## config.mk

```make
export PLATFORM = sky130hd
export DESIGN_NAME = fetch_unit_flat
export DESIGN_NICKNAME = d
export VERILOG_FILES = /design/src/rtl/fetch_unit_if.sv /design/src/rtl/fetch_unit.sv /design/src/flat_wrapper.sv
export SDC_FILE = /design/constraint.sdc
export NUM_CORES = 1
export LEC_CHECK = 0
export CAP_MARGIN = 10
export CORE_MARGIN = 1.5
export CORE_UTILIZATION = 25
export CTS_CLUSTER_SIZE = 12
export DETAILED_ROUTE_END_ITERATION = 16
export SYNTH_ARGS = -nofsm -noshare
export SYNTH_HDL_FRONTEND = slang
export SYNTH_SLANG_ARGS = --single-unit
```

## constraint.sdc

```tcl
create_clock -name clk -period 6.3 [get_ports clk]
set_clock_uncertainty 0.2 [all_clocks]
set_input_delay 0.63 -clock clk [delete_from_list [all_inputs] [get_ports clk]]
set_output_delay 0.63 -clock clk [all_outputs]
set_load 0.05 [all_outputs]
```

## src/rtl/fetch_unit_if.sv

```systemverilog
// Signal bundle between the fetch unit, instruction memory, decode and the redirect source.
// master = fetch unit side, slave = environment side.
interface fetch_unit_if;
  logic        imem_req;
  logic [31:0] imem_addr;
  logic        imem_ack;
  logic [31:0] imem_rdata;
  logic        dec_valid;
  logic        dec_ready;
  logic [31:0] dec_instr;
  logic [31:0] dec_pc;
  logic        redirect;
  logic [31:0] redirect_pc;

  modport master (
    output imem_req, imem_addr, dec_valid, dec_instr, dec_pc,
    input  imem_ack, imem_rdata, dec_ready, redirect, redirect_pc
  );

  modport slave (
    input  imem_req, imem_addr, dec_valid, dec_instr, dec_pc,
    output imem_ack, imem_rdata, dec_ready, redirect, redirect_pc
  );
endinterface

```

## src/rtl/fetch_unit.sv

```systemverilog
// Instruction fetch front end: one outstanding imem request at a time, a small {instr, pc}
// queue towards decode, and redirect handling that flushes the queue and drops stale data.
module fetch_unit #(
  parameter logic [31:0] RESET_PC    = 32'h0000_1000,
  parameter int          QUEUE_DEPTH = 2
) (
  input  logic         clk,
  input  logic         rst_n,
  fetch_unit_if.master bus
);
  localparam int PTR_W = (QUEUE_DEPTH > 1) ? $clog2(QUEUE_DEPTH) : 1;
  localparam int CNT_W = $clog2(QUEUE_DEPTH + 1);
  localparam logic [CNT_W-1:0] DEPTH_C  = CNT_W'(QUEUE_DEPTH);
  localparam logic [PTR_W-1:0] LAST_PTR = PTR_W'(QUEUE_DEPTH - 1);

  typedef enum logic [1:0] {IDLE, REQ, DRAIN} state_t;

  state_t           r_state, w_state_next;
  logic             r_req, w_req_next;
  logic [31:0]      r_addr, w_addr_next;
  logic [31:0]      r_fetch_pc, w_fetch_pc_next;
  logic [31:0]      r_instr_mem [QUEUE_DEPTH];
  logic [31:0]      r_pc_mem    [QUEUE_DEPTH];
  logic [PTR_W-1:0] r_wr_ptr, r_rd_ptr;
  logic [CNT_W-1:0] r_count, w_count_next;
  logic [31:0]      w_redirect_pc;
  logic             w_has_head, w_push, w_pop, w_space_after;

  function automatic logic [PTR_W-1:0] ptr_inc(input logic [PTR_W-1:0] p);
    return (p == LAST_PTR) ? '0 : p + PTR_W'(1);
  endfunction

  assign w_redirect_pc = bus.redirect_pc & 32'hFFFF_FFFC;
  assign w_has_head    = (r_count != '0);
  // Decode never sees the head during a redirect cycle, so nothing is popped then.
  assign w_pop         = w_has_head && !bus.redirect && bus.dec_ready;
  assign w_push        = (r_state == REQ) && bus.imem_ack && !bus.redirect;

  always_comb begin
    w_count_next = r_count;
    if (bus.redirect) begin
      w_count_next = '0;
    end else begin
      w_count_next = r_count + CNT_W'(w_push) - CNT_W'(w_pop);
    end
  end

  assign w_space_after = (w_count_next < DEPTH_C);

  always_comb begin
    w_state_next    = r_state;
    w_req_next      = r_req;
    w_addr_next     = r_addr;
    w_fetch_pc_next = r_fetch_pc;
    case (r_state)
      IDLE: begin
        if (bus.redirect) begin
          w_fetch_pc_next = w_redirect_pc;
        end else if (r_count < DEPTH_C) begin
          w_req_next   = 1'b1;
          w_addr_next  = r_fetch_pc;
          w_state_next = REQ;
        end
      end
      REQ: begin
        if (bus.imem_ack) begin
          if (bus.redirect) begin
            // Response is stale but the bus is free: go straight to the new target.
            w_fetch_pc_next = w_redirect_pc;
            w_addr_next     = w_redirect_pc;
          end else begin
            w_fetch_pc_next = r_fetch_pc + 32'd4;
            if (w_space_after) begin
              w_addr_next = r_fetch_pc + 32'd4;
            end else begin
              w_req_next   = 1'b0;
              w_state_next = IDLE;
            end
          end
        end else if (bus.redirect) begin
          w_fetch_pc_next = w_redirect_pc;
          w_state_next    = DRAIN;
        end
      end
      DRAIN: begin
        if (bus.redirect) begin
          w_fetch_pc_next = w_redirect_pc;
        end
        if (bus.imem_ack) begin
          w_addr_next  = bus.redirect ? w_redirect_pc : r_fetch_pc;
          w_state_next = REQ;
        end
      end
      default: begin
        w_req_next   = 1'b0;
        w_state_next = IDLE;
      end
    endcase
  end

  always_ff @(posedge clk or negedge rst_n) begin
    if (!rst_n) begin
      r_state    <= IDLE;
      r_req      <= 1'b0;
      r_addr     <= RESET_PC;
      r_fetch_pc <= RESET_PC;
      r_wr_ptr   <= '0;
      r_rd_ptr   <= '0;
      r_count    <= '0;
    end else begin
      r_state    <= w_state_next;
      r_req      <= w_req_next;
      r_addr     <= w_addr_next;
      r_fetch_pc <= w_fetch_pc_next;
      r_count    <= w_count_next;
      if (bus.redirect) begin
        r_wr_ptr <= '0;
        r_rd_ptr <= '0;
      end else begin
        if (w_push) r_wr_ptr <= ptr_inc(r_wr_ptr);
        if (w_pop)  r_rd_ptr <= ptr_inc(r_rd_ptr);
      end
    end
  end

  always_ff @(posedge clk) begin
    if (w_push) begin
      r_instr_mem[r_wr_ptr] <= bus.imem_rdata;
      r_pc_mem[r_wr_ptr]    <= r_fetch_pc;
    end
  end

  assign bus.imem_req  = r_req;
  assign bus.imem_addr = r_addr;
  assign bus.dec_valid = w_has_head && !bus.redirect;
  assign bus.dec_instr = w_has_head ? r_instr_mem[r_rd_ptr] : 32'h0;
  assign bus.dec_pc    = w_has_head ? r_pc_mem[r_rd_ptr] : 32'h0;
endmodule

```

## src/flat_wrapper.sv

```systemverilog
// flat-port wrapper written by rule: the top's interface ports become plain ports
module fetch_unit_flat 
#(
  parameter logic [31:0] RESET_PC    = 32'h0000_1000,
  parameter int          QUEUE_DEPTH = 2
)
  (clk, rst_n, bus_imem_req, bus_imem_addr, bus_dec_valid, bus_dec_instr, bus_dec_pc, bus_imem_ack, bus_imem_rdata, bus_dec_ready, bus_redirect, bus_redirect_pc);
  fetch_unit_if bus_i ();
  input  logic clk;
  input  logic rst_n;
  output wire logic [$bits(bus_i.imem_req)-1:0] bus_imem_req;
  output wire logic [$bits(bus_i.imem_addr)-1:0] bus_imem_addr;
  output wire logic [$bits(bus_i.dec_valid)-1:0] bus_dec_valid;
  output wire logic [$bits(bus_i.dec_instr)-1:0] bus_dec_instr;
  output wire logic [$bits(bus_i.dec_pc)-1:0] bus_dec_pc;
  input wire logic [$bits(bus_i.imem_ack)-1:0] bus_imem_ack;
  input wire logic [$bits(bus_i.imem_rdata)-1:0] bus_imem_rdata;
  input wire logic [$bits(bus_i.dec_ready)-1:0] bus_dec_ready;
  input wire logic [$bits(bus_i.redirect)-1:0] bus_redirect;
  input wire logic [$bits(bus_i.redirect_pc)-1:0] bus_redirect_pc;
  assign bus_imem_req = bus_i.imem_req;
  assign bus_imem_addr = bus_i.imem_addr;
  assign bus_dec_valid = bus_i.dec_valid;
  assign bus_dec_instr = bus_i.dec_instr;
  assign bus_dec_pc = bus_i.dec_pc;
  assign bus_i.imem_ack = bus_imem_ack;
  assign bus_i.imem_rdata = bus_imem_rdata;
  assign bus_i.dec_ready = bus_dec_ready;
  assign bus_i.redirect = bus_redirect;
  assign bus_i.redirect_pc = bus_redirect_pc;
  fetch_unit #(.RESET_PC(RESET_PC), .QUEUE_DEPTH(QUEUE_DEPTH)) u_core (.clk(clk), .rst_n(rst_n), .bus(bus_i));
endmodule
```

==> results of run 1 <==
==> metal layers <==
metal / track usage / routed length (microns) / vias to the layer above
met5: 0 / 0 / -
met4: 0.0540 / 443 / 0
met3: 0.0321 / 1820 / 26
met2: 0.224 / 14100 / 275
met1: 0.200 / 13800 / 3741
li1: - / - / 3640
==> cell usage after synthesis (8+ instances only) <==
library cell,count,area share
o22ai_1,12,0.0075
mux2i_1,73,0.073
and2_1,12,0.0075
a222oi_1,8,0.0080
nand2_1,61,0.023
inv_1,18,0.0067
a31oi_1,12,0.0075
o21ai_0,62,0.031
nand3_1,20,0.010
nor2_1,118,0.044
buf_1,13,0.0049
a21oi_1,47,0.023
nor2b_1,8,0.0050
dfrtp_1,69,0.17
nor3_1,11,0.0055
edfxtp_1,128,0.38
a221oi_1,12,0.010
clkbuf_1,32,0.012
buf_2,29,0.014
and3_1,15,0.0094
o211ai_1,8,0.0060
a221o_1,9,0.0090
==> cell families after synthesis <==
kind of cell             count (synthesis)  share of synthesized area
adder cells (fa/ha/maj)                  7                    0.00873
AND/OR/NAND/NOR                        279                      0.137
AO/OA/AOI/OAI                          233                      0.157
flip-flops                             199                      0.560
buffers and inverters                  100                     0.0443
multiplexers                            80                     0.0810
XOR/XNOR                                13                     0.0113
==> worst max-delay path: stages, from the launching register on <==
cell,delay (ns)
dfrtp_4,0.94
buf_4,0.51
mux2i_1,0.13
nor2_1,0.16
clkdlybuf4s50_1,0.84
==> layout by cell type (no fill, tap or decap), types with 17 or more instances in the layout <==
| cell type | Yosys | layout |
|---|---|---|
| nand2_1 | 61 | 61 |
| dfrtp_1 | 69 | 68 |
| clkbuf_16 | 0 | 20 |
| inv_1 | 18 | 18 |
| mux2i_1 | 73 | 73 |
| a21oi_1 | 47 | 47 |
| buf_4 | 4 | 17 |
| o21ai_0 | 62 | 62 |
| edfxtp_1 | 128 | 128 |
| nor2_1 | 118 | 117 |
| clkdlybuf4s50_1 | 0 | 162 |
| nand3_1 | 20 | 20 |
==> power groups by stage <==
stage | sequential [mW] | clock, mW | combinational [mW]
floorplan | 2.19 | 0 | 1.68
global placement | 2.05 | 0 | 2.76
detailed placement | 2.06 | 0 | 2.77
CTS | 2.03 | 1.12 | 2.79
global route | 2.08 | 1.16 | 2.98
finish | 2.04 | 1.09 | 2.78
==> through the flow <==
stage / instances / instance area [sq um] / hold WS (ns)
after CTS: 1567 / 12700 / 0.131
after detailed placement: 1535 / 12100 / 0.273
after global placement: 1535 / 12100 / 0.266
final: 1571 / 12700 / 0.104
after global routing: 1571 / 12700 / 0.166
after floorplan: 911 / 10000 / 0.134
==> path summary, 6_finish.rpt <==
| kind | from | end | cells past startpoint |
|---|---|---|---|
| setup / recovery | u_core.r_rd_ptr | bus_dec_pc[26] | 4 |
| max in group asynchronous | rst_n | u_core.r_rd_ptr | 2 |
| min in group clk | u_core.bus.imem_addr[0] | u_core.bus.imem_addr[0] | 2 |
| setup reg to reg | u_core.r_count[1] | u_core.bus.imem_addr[14] | 13 |
| hold reg to reg | u_core.bus.imem_addr[0] | u_core.bus.imem_addr[0] | 2 |
| hold / removal | rst_n | u_core.bus.imem_addr[5] | 1 |
==> flip-flops by register name (all words and copies together) (netlist names) <==
name / count
u_core.r_pc_mem: 64
u_core.r_rd_ptr: 1
u_core.r_wr_ptr: 1
u_core.bus.imem_addr: 32
u_core.bus.imem_req: 1
u_core.r_instr_mem: 64
u_core.r_state: 2
u_core.r_fetch_pc: 32
u_core.r_count: 2
==> layout make-up <==
type	instances	area share
clock buffers	24	0.0415
diodes	4	0.000789
repair buffers	181	0.139
well taps	525	0.0518
multi-input cells	612	0.314
clock inverters	8	0.00444
flip-flops and latches	199	0.443
inverters	18	0.00533
==> impl_metrics.py, run 1 <==
metrics = {
    "clocking": {
        "cts_tree": "yes",
        "clk_path_buf_depth": 2,
        "clk_pin_slew_worst_paths_ns": 0.08,
        "clock_latency_ns": 0.44,
        "post-cts-setup-buffer-count": 0,
        "h-tree-depth": 4,
        "cts.sinks": 199,
        "ctsHoldBuffers": 0,
        "cts_root_buf": "clkbuf_16",
        "ctsResizeCount": 0,
        "cts_made_buffers": 17,
    },
    "floorplan": {
        "die_width_microns": 203,
        "die-area_sq_um": 41300,
        "ios": 167,
        "initial_core_util": 0.253,
        "die_y_microns": 203,
        "std_cell_rows": 73,
        "core_sq_um": 39600,
    },
    "global_route": {
        "antenna_found_initial": 4,
        "overflow": 0,
        "grt_max_degree": 85,
        "grt_pass1_vias": 7394,
        "grt_pass1_wl_mm": 45.7,
        "grt_usage": 0.146,
    },
    "timing": {
        "final_max_slew_viol_count": 0,
        "fin_crit_sh": 0.619,
        "maxSlewHeadroom": 0.299,
        "timing.final.ws_setup_ns": 2.40,
        "period_needed_ns": 3.90,
        "setup_viol": 0,
        "tns_ns": 0,
        "final_hold_viol_count": 0,
        "timing.fmax_ghz": 0.256,
        "tightest_slew_ns": 1.05,
        "rsz0062_at_grt": "no",
    },
    "layout": {
        "nNetsFinal": 1105,
        "fillers": 4064,
        "area_delta_synth_final_pct": 26.4,
        "seqCellArea_sq_um": 5630,
        "utilization": 0.320,
        "multi_input_area_sq_um": 3980,
        "final_layout_size_suffix_gt1_frac": 0.0825,
    },
    "power_and_ir_drop": {
        "total_power_mw": 5.90,
        "combPwrFrac": 0.471,
        "clkPwrFrac": 0.184,
        "p_per_area_nw_per_um2": 465,
        "p_int_mw": 3.21,
        "ir_drop_v": 0.000189,
        "swShare": 0.456,
        "leakage_nw": 4.39,
        "p_switching_mw": 2.69,
        "seqPwrFrac": 0.345,
    },
    "route": {
        "vias_per_cell": 4.89,
        "dr_total_vias": 7682,
        "ant_nets": 0,
        "drc": 0,
        "drt-wirelength-per-cell_microns": 19.2,
        "wirelength_mm": 30.2,
        "drt_iter0_markers": 720,
        "first_pass_iters": 5,
    },
    "setup_path": {
        "start_kind": "flip-flop",
        "end_kind": "output port",
        "critical_path_class": "reg -> out",
        "required_ns": 5.47,
        "arrival_ns": 3.07,
        "path_max_fanout": 43,
        "r2r_slack_ns": 2.46,
    },
    "yosys": {
        "synthArstFlopShare": 0.357,
        "synthDistinctLibCells": 69,
        "syn-num-nets": 987,
        "synthCells": 911,
        "yosys_warnings": 0,
        "ys_ff_latch": 199,
        "syn_area_per_cell_sq_um": 11.0,
        "syn_area_sq_um": 10000,
        "synthFlopType": "edfxtp_1",
        "seq_area_frac_synth": 0.560,
        "synth-edff-count": 128,
    },
    "place": {
        "pre_cts_ws_ns": 2.42,
        "routabilityCongestion": 0.829,
        "io_buffer_count": 164,
        "hpwl_mm": 20.2,
    },
    "flow_run": {
        "drv_cap": 0,
    },
    "hold_path": {
        "hp-class": "in -> async",
    },
    "status": {
        "status": "completed",
    },
}
(Power assumes the default switching activity.)
==> run 2: changes to the inputs <==
==> constraint.sdc (replaced) <==
create_clock -name clk -period 3.95 [get_ports clk]
set_clock_uncertainty 0.2 [all_clocks]
set_input_delay 0.395 -clock clk [delete_from_list [all_inputs] [get_ports clk]]
set_output_delay 0.395 -clock clk [all_outputs]
set_load 0.05 [all_outputs]
==> run 2 against run 1 <==
Routed wire length grew 0.78%. Highest routed layer unchanged. Sequential cell count is the same. Largest power group unchanged. Non-clock buffer count up 16. Final area rose by 0.90%. Utilization rose by 0.29 points.
==> impl_metrics.py, run 2 (synthesis results as in run 1) <==
metrics = {
    "timing": {
        "timing.fmax_ghz": 0.312,
        "tns_ns": 0,
        "final_max_slew_viol_count": 0,
        "tightest_slew_ns": 0.757,
        "setup_viol": 0,
        "maxSlewHeadroom": 0.495,
        "fin_crit_sh": 0.810,
        "final_hold_viol_count": 0,
        "period_needed_ns": 3.20,
        "rsz0062_at_grt": "no",
    },
    "floorplan": {
        "die_width_microns": 203,
        "die-area_sq_um": 41300,
        "initial_core_util": 0.253,
        "core_sq_um": 39600,
        "die_y_microns": 203,
        "ios": 167,
        "std_cell_rows": 73,
    },
    "hold_path": {
        "hp-class": "in -> reg",
    },
    "setup_path": {
        "critical_path_class": "reg -> out",
        "crit_slowest_cell": "dfrtp_4",
        "arrival_ns": 2.61,
        "crit_buf_inv": 2,
        "crit_chain": "buf_4, mux2i_1, nor2_1, clkdlybuf4s50_1",
        "crit_family": "buffers and inverters",
        "end_kind": "output port",
        "path_max_fanout": 28,
        "start_kind": "flip-flop",
        "max_stage_delay_ns": 0.77,
        "required_ns": 3.36,
    },
    "status": {
        "status": "completed",
    },
    "place": {
        "hpwl_mm": 21.1,
        "placedCellCount": 1550,
        "io_buffer_count": 164,
        "routabilityCongestion": 0.831,
    },
    "route": {
        "wirelength_mm": 30.4,
        "drt-wirelength-per-cell_microns": 19.2,
        "first_pass_iters": 6,
        "vias_per_cell": 4.97,
        "drc": 0,
        "drt_iter0_markers": 834,
        "dr_total_vias": 7869,
        "ant_nets": 0,
    },
    "global_route": {
        "overflow": 0,
        "use_met3": 0.0273,
        "grtUsageMet1": 0.199,
        "top_usage_layer": "met2",
        "grt_max_degree": 65,
        "grt_usage": 0.145,
        "antenna_found_initial": 0,
        "grt_pass1_vias": 7350,
        "met2_usage": 0.232,
        "grt_pass1_wl_mm": 45.5,
    },
    "power_and_ir_drop": {
        "total_power_mw": 9.40,
        "ir_drop_v": 0.000304,
        "leakage_nw": 4.43,
        "p_per_area_nw_per_um2": 735,
    },
    "layout": {
        "fillers": 4025,
        "final_common_cell": "clkdlybuf4s50_1",
        "seqCellArea_sq_um": 5630,
        "final_cells": 1583,
        "multi_input_area_sq_um": 3990,
        "final_layout_size_suffix_gt1_frac": 0.0974,
        "layout_common_cells": "clkdlybuf4s50_1 (162), edfxtp_1 (128), nor2_1 (117)",
        "area_delta_synth_final_pct": 27.6,
        "nNetsFinal": 1121,
        "antenna_cells": 0,
        "reg_top3": "u_core.r_instr_mem x64, u_core.r_pc_mem x64",
    },
    "clocking": {
        "h-tree-depth": 4,
        "ctsHoldBuffers": 1,
        "cts_root_buf": "clkbuf_16",
        "clk_pin_slew_worst_paths_ns": 0.07,
        "ctsResizeCount": 0,
        "clock_latency_ns": 0.45,
        "post-cts-setup-buffer-count": 0,
        "cts_tree": "yes",
        "cts.sinks": 199,
        "clk_path_buf_depth": 2,
        "cts_made_buffers": 17,
    },
    "flow_run": {
        "drv_cap": 0,
    },
}
==> run 2: final timing paths <==
| path | endpoint | cells past startpoint | slack, ns | from |
|---|---|---|---|---|
| min | u_core.r_wr_ptr | 2 | 0.04 | bus_redirect |
| min reg2reg | u_core.bus.imem_addr[0] | 2 | 0.28 | u_core.bus.imem_addr[0] |
| max | bus_dec_pc[23] | 4 | 0.75 | u_core.r_rd_ptr |
| max in group asynchronous | u_core.bus.imem_addr[12] | 3 | 2.74 | rst_n |
| max reg2reg | u_core.bus.imem_addr[26] | 7 | 0.83 | u_core.r_fetch_pc[2] |
| min in group asynchronous | u_core.bus.imem_addr[5] | 2 | 0.08 | rst_n |
==> run 2: power by group <==
group | internal (mW) | switching [mW] | leakage, nW
combinational | 1.55 | 2.94 | 2.16
clock | 0.824 | 0.829 | 0.254
sequential | 2.69 | 0.570 | 2.02
==> run 2: layer usage <==
metal,wire (microns),share of wire
met1,13800,0.45
met5,0,0
met4,534,0.018
met3,2000,0.066
met2,14000,0.46
==> run 2: metrics by stage <==
stage          hold WS (ns)  setup WS (ns)  utilization  cell area (sq um)
2_1_floorplan        -0.101          0.207            -              10000
5_1_grt              0.0479          0.576        0.323              12800
3_5_place_dp        0.00559          0.781        0.309              12200
3_3_place_gp        0.00466          0.760        0.309              12200
4_1_cts              0.0214          0.699        0.323              12800
6_report             0.0418          0.749        0.323              12800
==> run 2: area by class of cell <==
| class | instances | area share |
|---|---|---|
| clock buffers | 18 | 0.0335 |
| clock inverters | 14 | 0.00899 |
| inverters | 18 | 0.00528 |
| multi-input cells | 612 | 0.311 |
| flip-flops and latches | 199 | 0.440 |
| well taps | 525 | 0.0513 |
| repair buffers | 197 | 0.150 |
